===== src/rtl/scaler_ddr_write_packer_if.sv =====
// rtl/scaler_ddr_write_packer_if.sv - packed-word write bus between the packer and the DDR write master
interface scaler_ddr_write_packer_if;
    logic [63:0] WDATA_O;
    logic        WVALID_O;
    logic        WREADY_I;
    logic        WSOF_O;
    logic        WEOL_O;
    logic        WEOF_O;

    modport master (
        output WDATA_O,
        output WVALID_O,
        input  WREADY_I,
        output WSOF_O,
        output WEOL_O,
        output WEOF_O
    );

    modport slave (
        input  WDATA_O,
        input  WVALID_O,
        output WREADY_I,
        input  WSOF_O,
        input  WEOL_O,
        input  WEOF_O
    );
endinterface


===== src/rtl/scaler_ddr_write_packer.sv =====
// rtl/scaler_ddr_write_packer.sv - packs scaled RGB888 pixels two per 64-bit word with frame flags into a FWFT FIFO
module scaler_ddr_write_packer #(
    parameter int G_DATA_WIDTH  = 8,
    parameter int G_FIFO_AWIDTH = 2
) (
    input  logic                    VIDEO_CLK_I,
    input  logic                    RESET_I,
    input  logic [12:0]             HORZ_RES_I,
    input  logic [12:0]             VERT_RES_I,
    input  logic                    DATA_VALID_I,
    input  logic [G_DATA_WIDTH-1:0] DATA_R_I,
    input  logic [G_DATA_WIDTH-1:0] DATA_G_I,
    input  logic [G_DATA_WIDTH-1:0] DATA_B_I,
    scaler_ddr_write_packer_if.master wbus,
    output logic                    FRAME_DONE_O,
    output logic                    OVERFLOW_O,
    output logic                    BUSY_O
);

    localparam int DEPTH = 1 << G_FIFO_AWIDTH;

    typedef enum logic {S_IDLE, S_ACTIVE} state_t;

    state_t      state_q, state_d;
    logic [12:0] h_res_q, v_res_q;
    logic [12:0] pix_cnt_q, line_cnt_q;
    logic [12:0] eff_h, eff_v, cur_x, cur_y;
    logic        res_ok, pix_accept, last_pix, last_line, frame_last;
    logic [23:0] pix_rgb, half_q;
    logic [23:0] word_lo, word_hi;
    logic        push;
    logic [66:0] push_word;

    logic [66:0]            mem [DEPTH];
    logic [G_FIFO_AWIDTH:0] wr_ptr_q, rd_ptr_q;
    logic                   fifo_empty, fifo_full, pop, wr_en;
    logic [66:0]            head;
    logic                   frame_done_q, overflow_q;

    assign pix_rgb = {DATA_R_I, DATA_G_I, DATA_B_I};

    // Position of the incoming pixel; in IDLE the pixel is (0,0) against the live resolution inputs.
    always_comb begin
        res_ok = (HORZ_RES_I != 13'd0) && (VERT_RES_I != 13'd0);
        if (state_q == S_IDLE) begin
            eff_h = HORZ_RES_I;
            eff_v = VERT_RES_I;
            cur_x = 13'd0;
            cur_y = 13'd0;
        end else begin
            eff_h = h_res_q;
            eff_v = v_res_q;
            cur_x = pix_cnt_q;
            cur_y = line_cnt_q;
        end
        pix_accept = DATA_VALID_I && ((state_q == S_ACTIVE) || res_ok);
        last_pix   = (cur_x == eff_h - 13'd1);
        last_line  = (cur_y == eff_v - 13'd1);
        frame_last = last_pix && last_line;
    end

    // FSM state register.
    always_ff @(posedge VIDEO_CLK_I) begin
        if (RESET_I) state_q <= S_IDLE;
        else         state_q <= state_d;
    end

    // FSM next state: enter ACTIVE on the first accepted pixel, leave after the frame's last pixel.
    always_comb begin
        state_d = state_q;
        if (pix_accept) begin
            if (frame_last) state_d = S_IDLE;
            else            state_d = S_ACTIVE;
        end
    end

    // FSM outputs.
    always_comb begin
        BUSY_O = (state_q == S_ACTIVE);
    end

    // Pixel/line counters and the resolution latched at the start of each frame.
    always_ff @(posedge VIDEO_CLK_I) begin
        if (RESET_I) begin
            h_res_q    <= 13'd0;
            v_res_q    <= 13'd0;
            pix_cnt_q  <= 13'd0;
            line_cnt_q <= 13'd0;
        end else if (pix_accept) begin
            if (state_q == S_IDLE) begin
                h_res_q <= HORZ_RES_I;
                v_res_q <= VERT_RES_I;
            end
            if (last_pix) begin
                pix_cnt_q  <= 13'd0;
                line_cnt_q <= last_line ? 13'd0 : cur_y + 13'd1;
            end else begin
                pix_cnt_q  <= cur_x + 13'd1;
                line_cnt_q <= cur_y;
            end
        end
    end

    // Even-indexed pixels wait here for their odd partner.
    always_ff @(posedge VIDEO_CLK_I) begin
        if (RESET_I)                       half_q <= 24'd0;
        else if (pix_accept && !cur_x[0])  half_q <= pix_rgb;
    end

    // Word assembly: odd pixel closes the pair, a lone even pixel at end of line is sent with an empty upper half.
    always_comb begin
        push      = pix_accept && (cur_x[0] || last_pix);
        word_lo   = cur_x[0] ? half_q : pix_rgb;
        word_hi   = cur_x[0] ? pix_rgb : 24'd0;
        push_word = {frame_last, last_pix, (cur_y == 13'd0) && (cur_x[12:1] == 12'd0),
                     8'h00, word_hi, 8'h00, word_lo};
    end

    // FIFO status; a push into a full FIFO survives only if a pop frees a slot in the same cycle.
    always_comb begin
        fifo_empty = (wr_ptr_q == rd_ptr_q);
        fifo_full  = (wr_ptr_q[G_FIFO_AWIDTH] != rd_ptr_q[G_FIFO_AWIDTH]) &&
                     (wr_ptr_q[G_FIFO_AWIDTH-1:0] == rd_ptr_q[G_FIFO_AWIDTH-1:0]);
        pop        = !fifo_empty && wbus.WREADY_I;
        wr_en      = push && (!fifo_full || pop);
        head       = mem[rd_ptr_q[G_FIFO_AWIDTH-1:0]];
    end

    // FIFO storage; contents need no reset because the pointers qualify them.
    always_ff @(posedge VIDEO_CLK_I) begin
        if (wr_en) mem[wr_ptr_q[G_FIFO_AWIDTH-1:0]] <= push_word;
    end

    // FIFO pointers.
    always_ff @(posedge VIDEO_CLK_I) begin
        if (RESET_I) begin
            wr_ptr_q <= '0;
            rd_ptr_q <= '0;
        end else begin
            if (wr_en) wr_ptr_q <= wr_ptr_q + 1'b1;
            if (pop)   rd_ptr_q <= rd_ptr_q + 1'b1;
        end
    end

    // Sticky overflow and the frame-complete pulse one cycle after the last pixel.
    always_ff @(posedge VIDEO_CLK_I) begin
        if (RESET_I) begin
            overflow_q   <= 1'b0;
            frame_done_q <= 1'b0;
        end else begin
            if (push && !wr_en) overflow_q <= 1'b1;
            frame_done_q <= pix_accept && frame_last;
        end
    end

    // Head of FIFO drives the bus; everything reads zero while empty.
    always_comb begin
        wbus.WVALID_O = !fifo_empty;
        wbus.WDATA_O  = fifo_empty ? 64'd0 : head[63:0];
        wbus.WSOF_O   = !fifo_empty && head[64];
        wbus.WEOL_O   = !fifo_empty && head[65];
        wbus.WEOF_O   = !fifo_empty && head[66];
        FRAME_DONE_O  = frame_done_q;
        OVERFLOW_O    = overflow_q;
    end

endmodule


===== src/flat_wrapper.sv =====
// flat-port wrapper written by rule: the top's interface ports become plain ports
module scaler_ddr_write_packer_flat 
#(
    parameter int G_DATA_WIDTH  = 8,
    parameter int G_FIFO_AWIDTH = 2
)
  (VIDEO_CLK_I, RESET_I, HORZ_RES_I, VERT_RES_I, DATA_VALID_I, DATA_R_I, DATA_G_I, DATA_B_I, FRAME_DONE_O, OVERFLOW_O, BUSY_O, wbus_WDATA_O, wbus_WVALID_O, wbus_WREADY_I, wbus_WSOF_O, wbus_WEOL_O, wbus_WEOF_O);
  scaler_ddr_write_packer_if wbus_i ();
  input  logic VIDEO_CLK_I;
  input  logic RESET_I;
  input  logic [12:0] HORZ_RES_I;
  input  logic [12:0] VERT_RES_I;
  input  logic DATA_VALID_I;
  input  logic [G_DATA_WIDTH-1:0] DATA_R_I;
  input  logic [G_DATA_WIDTH-1:0] DATA_G_I;
  input  logic [G_DATA_WIDTH-1:0] DATA_B_I;
  output logic FRAME_DONE_O;
  output logic OVERFLOW_O;
  output logic BUSY_O;
  output wire logic [$bits(wbus_i.WDATA_O)-1:0] wbus_WDATA_O;
  output wire logic [$bits(wbus_i.WVALID_O)-1:0] wbus_WVALID_O;
  input wire logic [$bits(wbus_i.WREADY_I)-1:0] wbus_WREADY_I;
  output wire logic [$bits(wbus_i.WSOF_O)-1:0] wbus_WSOF_O;
  output wire logic [$bits(wbus_i.WEOL_O)-1:0] wbus_WEOL_O;
  output wire logic [$bits(wbus_i.WEOF_O)-1:0] wbus_WEOF_O;
  assign wbus_WDATA_O = wbus_i.WDATA_O;
  assign wbus_WVALID_O = wbus_i.WVALID_O;
  assign wbus_i.WREADY_I = wbus_WREADY_I;
  assign wbus_WSOF_O = wbus_i.WSOF_O;
  assign wbus_WEOL_O = wbus_i.WEOL_O;
  assign wbus_WEOF_O = wbus_i.WEOF_O;
  scaler_ddr_write_packer #(.G_DATA_WIDTH(G_DATA_WIDTH), .G_FIFO_AWIDTH(G_FIFO_AWIDTH)) u_core (.VIDEO_CLK_I(VIDEO_CLK_I), .RESET_I(RESET_I), .HORZ_RES_I(HORZ_RES_I), .VERT_RES_I(VERT_RES_I), .DATA_VALID_I(DATA_VALID_I), .DATA_R_I(DATA_R_I), .DATA_G_I(DATA_G_I), .DATA_B_I(DATA_B_I), .wbus(wbus_i), .FRAME_DONE_O(FRAME_DONE_O), .OVERFLOW_O(OVERFLOW_O), .BUSY_O(BUSY_O));
endmodule

===== config.mk =====
export PLATFORM = sky130hd
export DESIGN_NAME = scaler_ddr_write_packer_flat
export DESIGN_NICKNAME = d
export VERILOG_FILES = /design/src/rtl/scaler_ddr_write_packer_if.sv /design/src/rtl/scaler_ddr_write_packer.sv /design/src/flat_wrapper.sv
export SDC_FILE = /design/constraint.sdc
export NUM_CORES = 1
export LEC_CHECK = 0
export BUFFER_PORTS_ARGS = -buffer_cell sky130_fd_sc_hd__buf_2
export CAP_MARGIN = 10
export CORE_ASPECT_RATIO = 1.75
export CORE_MARGIN = 4
export CORE_UTILIZATION = 60
export CTS_BUF_LIST = sky130_fd_sc_hd__clkbuf_4 sky130_fd_sc_hd__clkbuf_8 sky130_fd_sc_hd__clkbuf_16
export CTS_CLUSTER_DIAMETER = 60
export DETAILED_ROUTE_END_ITERATION = 8
export PLACE_DENSITY = 0.8
export SYNTH_ARGS = -nofsm -noshare
export SYNTH_HDL_FRONTEND = slang
export SYNTH_SLANG_ARGS = --single-unit

===== constraint.sdc =====
create_clock -name VIDEO_CLK_I -period 8.75 [get_ports VIDEO_CLK_I]
set_input_delay 0.4375 -clock VIDEO_CLK_I [delete_from_list [all_inputs] [get_ports VIDEO_CLK_I]]
set_output_delay 0.4375 -clock VIDEO_CLK_I [all_outputs]
set_load 0.02 [all_outputs]

==> results_dict.tcl, run 1 <==
set metrics [dict create \
    cts_tree "done" \
    grt_pass1_vias 9132 \
    final_util_pct 67.94 \
    overflow 0 \
    cts_setup_buffers 0 \
    ys_ff_latch 291 \
    critical_path.max_fanout 94 \
    ctsResizeCount 0 \
    status "complete, no violations" \
    ys_warn_count 0 \
    wirelength_mm 30.27 \
    clk_latency_ns 0.52 \
    power_density_nw_per_um2 193.4 \
    synth_top_family_by_area "simple AND/OR/NAND/NOR gates" \
    synth_edf_count 204 \
    yosys-top-cells-count "edfxtp_1 (204), nand2_1 (98), dfxtp_1 (87)" \
    rsz0062_at_grt "false" \
    maxCapViolCount 0 \
    max_clock_freq_ghz 0.2201 \
    die_w_um 121.5 \
    max_slew_margin_pct 20.02 \
    critPathLaunchType "flip-flop" \
    async_reset_ff_share_pct 0 \
    clock_skew_ns 0.01717 \
    finalSetupTns_ns 0 \
    nets 1225 \
    postRouteAntennaNets 0 \
    antenna_found_initial 1 \
    yosys-top-cells-area "edfxtp_1 (45%), dfxtp_1 (13%), mux4_2 (8.5%)" \
    drive_gt1_share_pct 22.39 \
    die_h_um 206.7 \
    clk_path_buf_depth 3 \
    arrival_ns 4.68 \
    syn_avg_cell_area_um2 12.47 \
    die-area_um2 25110 \
    gp_congestion 0.9094 \
    hold_path.class "in2reg" \
    cts_hold_buf 0 \
    hold_violations 0 \
    period_share_pct 51.92 \
    muxShareOfSynthArea_pct 11.97 \
    syn_area_um2 13530 \
    grt_max_degree 95 \
    peakVddDrop_v 0.0001568 \
    viasPerCell 6.101 \
    syn-instance-count 1085 \
    setup_ws_ns 4.207 \
    crit_type "reg2reg" \
    core_area_um2 22160 \
    synth-compound-area-share_pct 7.980 \
    drt_iter0_markers 695 \
    critical_path_required_ns 8.89 \
    place_area_um2 14220 \
    path_clk_slew_ns 0.07 \
    dp_hpwl_mm 19.19 \
    synth_fa_ha_area_share_pct 0.9246 \
    cts_buffers 25 \
    n_antenna_cell 0 \
    io_pins 125 \
    fin_area_um2 15060 \
    power_leakage_uw 0.005452 \
    grt_pass1_wl_mm 48.30 \
    worst_slew_pin_slew_ns 1.197 \
    synthSimpleGateAreaFrac_pct 14.29 \
    critPathCaptureType "flip-flop" \
    yosys.cell_types.count 73 \
    drv_slew 0 \
    std_cell_rows 72 \
    clock-root-buffer "clkbuf_16" \
    area_growth_pct 11.27 \
    track_usage_pct 24.41 \
    wl_per_cell_um 20.52 \
    yosysSeqAreaShare_pct 58.14 \
    setup_viol 0 \
    drc_errors 0 \
    synth_top_area_share_pct 45.27 \
    place_ws_ns 4.195 \
    synth_top_area_cell "edfxtp_1" \
    io_buffers 108 \
    start_util_pct 61.06 \
    ys.flop_type "edfxtp_1" \
    htreeDepth 1 \
    min_period_ns 4.543 \
    yosysMostFrequentCell "edfxtp_1" \
    vias 8999 \
    drtPass1Iterations 4 \
    synth-xor-area-share_pct 3.172 \
    cts.sinks 291 \
]
registers in the layout, indices dropped and copies added (netlist names), named ones only:
name	flops
u_core.h_res_q	13
u_core.half_q	24
u_core.pix_cnt_q	13
u_core.FRAME_DONE_O	1
u_core.rd_ptr_q	3
u_core.wr_ptr_q	3
u_core.line_cnt_q	13
u_core.OVERFLOW_O	1
u_core.mem	204
u_core.BUSY_O	1
u_core.v_res_q	13
per-layer routing:
layer  GRT usage (%)  vias up  part of all wire, %
li1                -     4171                    -
met1           29.08     4423                   37
met2           45.10      330                   54
met3           2.835       73                  5.5
met4           9.095        2                  3.1
met5               0        -                0.023
layout by cell type, fill, tap and decap left out, types with 4 or more instances in the layout:
cell	n
nand2_1	98
and3_1	26
mux4_2	51
nor4_1	10
conb_1	16
edfxtp_1	204
o31ai_1	4
xor2_1	24
a21o_1	6
nand4_1	8
nor4b_1	4
ha_1	10
nor3_1	20
mux2i_1	19
a31oi_1	4
a22oi_1	5
nand3_1	27
and2_1	10
inv_1	14
a211oi_1	6
buf_2	108
and4_1	4
clkbuf_16	25
a21oi_1	71
xnor2_1	25
nand3b_1	5
mux2_2	25
clkinv_2	4
nor2_1	50
dfxtp_1	84
or4_1	4
nor2b_1	57
o21ai_0	44
a32oi_1	4
nor3b_1	8
nand2b_1	4
buf_4	13
cells by family after synthesis:
family | count (synthesis)
compound gates | 175
flops | 291
xor+xnor | 49
buf+inv | 102
mux | 95
fa+ha+maj | 10
simple gates | 362
other cells | 1
worst paths after layout:
check                                  from                         endpoint  slack, ns  cells after the start
max              u_core.BUSY_O$_SDFFE_PP0P_      u_core.mem[1][22]$_DFFE_PP_       4.21                      8
max reg2reg      u_core.BUSY_O$_SDFFE_PP0P_      u_core.mem[1][22]$_DFFE_PP_       4.21                      8
min reg2reg  u_core.half_q[16]$_SDFFE_PP0P_   u_core.half_q[16]$_SDFFE_PP0P_       0.45                      2
min                          VERT_RES_I[12]  u_core.v_res_q[12]$_SDFFE_PP0P_       0.18                      3
final cells by class:
| class | instances | area, um2 |
|---|---|---|
| clock inverters | 14 | 142.6 |
| flip-flops and latches | 291 | 7876 |
| repair buffers | 121 | 638.1 |
| clock buffers | 31 | 689.4 |
| fillers | 1627 | 7104 |
| multi-input cells | 707 | 5271 |
| well taps | 296 | 370.4 |
| inverters | 15 | 68.82 |
per-stage QoR:
stage                     cells  total power, uW  hold slack [ns]
after floorplan            1100             1740           0.4338
after global placement     1430             1816           0.4391
after detailed placement   1430             1822           0.4439
after CTS                  1475             2930           0.1615
after global routing       1475             3013           0.1826
final                      1475             2911           0.1794
power breakdown:
| group | internal, uW | switching, uW | total (uW) |
|---|---|---|---|
| Clock | 625 | 494 | 1120 |
| Sequential | 1490 | 32.6 | 1520 |
| Combinational | 109 | 161 | 270 |
worst max-delay path, cell delays in order (launching register included):
cell     delay (ns)
dfxtp_4        0.97
inv_1          0.46
or4b_2         0.75
o21ai_0        0.17
a21oi_1        0.22
or2_1          0.47
a21oi_2        0.32
and2_2         0.19
buf_4          0.60
No activity file was read; power rests on OpenSTA's default activity.
==> inputs of run 2 (changes only) <==
CORE_UTILIZATION = 54   (was 60)
PLACE_DENSITY = 0.76   (was 0.8)
clock period = 3.8 ns   (was 8.75 ns; I/O delays follow)
==> run 2 against run 1 <==
Compared with the run above: clock power is 140% higher; first-iteration DRC count is 13% lower; utilization is 3.5 points lower.
==> results_dict.tcl, run 2 (synthesis gave the netlist of run 1 again) <==
set metrics [dict create \
    track_usage_pct 22.61 \
    power_density_nw_per_um2 433.5 \
    rsz0062_at_grt "false" \
    antenna_found_initial 0 \
    dp_hpwl_mm 20.92 \
    area_growth_pct 17.31 \
    crit_type "reg2reg" \
    period_share_pct 90.31 \
    hold_violations 0 \
    setup_ws_ns 0.3683 \
    core_area_um2 24630 \
    n_antenna_cell 0 \
    clk_path_buf_depth 3 \
    grt_max_degree 51 \
    grt_pass1_vias 9430 \
    fin_area_um2 15870 \
    clk_latency_ns 0.55 \
    final_common_cell "edfxtp_1" \
    place_ws_ns 0.3759 \
    status "complete, no violations" \
    cts_tree "done" \
    arrival_ns 3.68 \
    drt_iter0_markers 604 \
    critPathCaptureType "flip-flop" \
    gp_congestion 0.9154 \
    htreeDepth 1 \
    maxCapViolCount 0 \
    worst-path-buf-inv 1 \
    std_cell_rows 76 \
    drtPass1Iterations 5 \
    power_leakage_uw 0.005799 \
    final_util_pct 64.45 \
    nets 1295 \
    postRouteAntennaNets 0 \
    hold_path.class "in2reg" \
    max_clock_freq_ghz 0.2914 \
    critical_path.max_fanout 36 \
    die_w_um 127.7 \
    layout_common_cells "edfxtp_1 (204), buf_2 (108), nand2_1 (98), dfxtp_1 (84), a21oi_1 (70)" \
    drv_slew 0 \
    worst_slew_pin_slew_ns 0.9214 \
    path_delay_family "simple AND/OR/NAND/NOR gates" \
    cts_hold_buf 46 \
    path_clk_slew_ns 0.07 \
    path_cells "mux2i_2, ha_4, xnor2_1, nor3_1, a32oi_1, a21oi_1, nand4_2, or2_1, a21oi_2, and2_4, buf_12" \
    cts_setup_buffers 0 \
    clock-root-buffer "clkbuf_16" \
    critPathLaunchType "flip-flop" \
    ctsResizeCount 0 \
    setup_viol 0 \
    die_h_um 217.4 \
    drc_errors 0 \
    io_pins 125 \
    cts.sinks 291 \
    critical_path_required_ns 4.04 \
    grt_pass1_wl_mm 49.96 \
    peakVddDrop_v 0.0003513 \
    io_buffers 108 \
    largest_register_ffs 204 \
    wirelength_mm 31.19 \
    min_period_ns 3.432 \
    clock_skew_ns 0.01785 \
    start_util_pct 54.94 \
    rrSetupSlack_ns 0.37 \
    cpPeakStageDelay_ns 0.60 \
    viasPerCell 5.864 \
    place_area_um2 14530 \
    vias 9171 \
    cts_buffers 27 \
    drive_gt1_share_pct 23.40 \
    die-area_um2 27760 \
    max_slew_margin_pct 38.57 \
    cp_slowest_cell "dfxtp_4" \
    overflow 0 \
    wl_per_cell_um 19.94 \
    holdWs_ns 0.04325 \
    n_fill_cell 1843 \
]
[run 2: worst paths after layout]
check,cells after the start,end,start
setup reg to reg,11,u_core.mem[1][30]$_DFFE_PP_,u_core.BUSY_O$_SDFFE_PP0P_
hold reg to reg,2,u_core.half_q[6]$_SDFFE_PP0P_,u_core.half_q[6]$_SDFFE_PP0P_
setup / recovery,11,u_core.mem[1][30]$_DFFE_PP_,u_core.BUSY_O$_SDFFE_PP0P_
hold / removal,4,u_core.rd_ptr_q[2]$_SDFFE_PP0P_,wbus_WREADY_I
[run 2: area by class of cell]
type                       count  area (um2)  share of cell area, %
timing repair buffer         189        1351                  8.513
multi-input combinational    707        5303                  33.40
inverter                      15       68.82                 0.4335
clock inverter                21       187.7                  1.182
sequential                   291        7876                  49.62
clock buffer                  29       696.9                  4.390
tap                          312       390.4                  2.459
[run 2: layer usage]
layer	GRT usage [%]	vias to the layer above	wire length, um
met5	0	-	0
met4	8.109	0	908
met3	2.549	64	1510
met2	42.54	297	17060
met1	26.25	4504	11720
li1	-	4306	-
[run 2: metrics by stage]
stage | total power, uW | instances | setup TNS [ns]
2_1_floorplan | 4021 | 1100 | -38.91
3_3_place_gp | 4208 | 1468 | 0
3_5_place_dp | 4221 | 1468 | 0
4_1_cts | 6922 | 1564 | 0
5_1_grt | 7135 | 1564 | 0
6_report | 6881 | 1564 | 0
[run 2: where the power goes]
group	switching, uW	total, uW	leakage (uW)	internal (uW)
sequential	59.2	3490	0.00262	3430
combinational	399	698	0.00274	299
clock	1210	2690	0.000437	1490
[run 2: worst min-delay path, cell delays in order]
cell     delay [ns]
buf_2          0.13
nand3_1        0.10
xor2_1         0.06
nor2_1         0.07
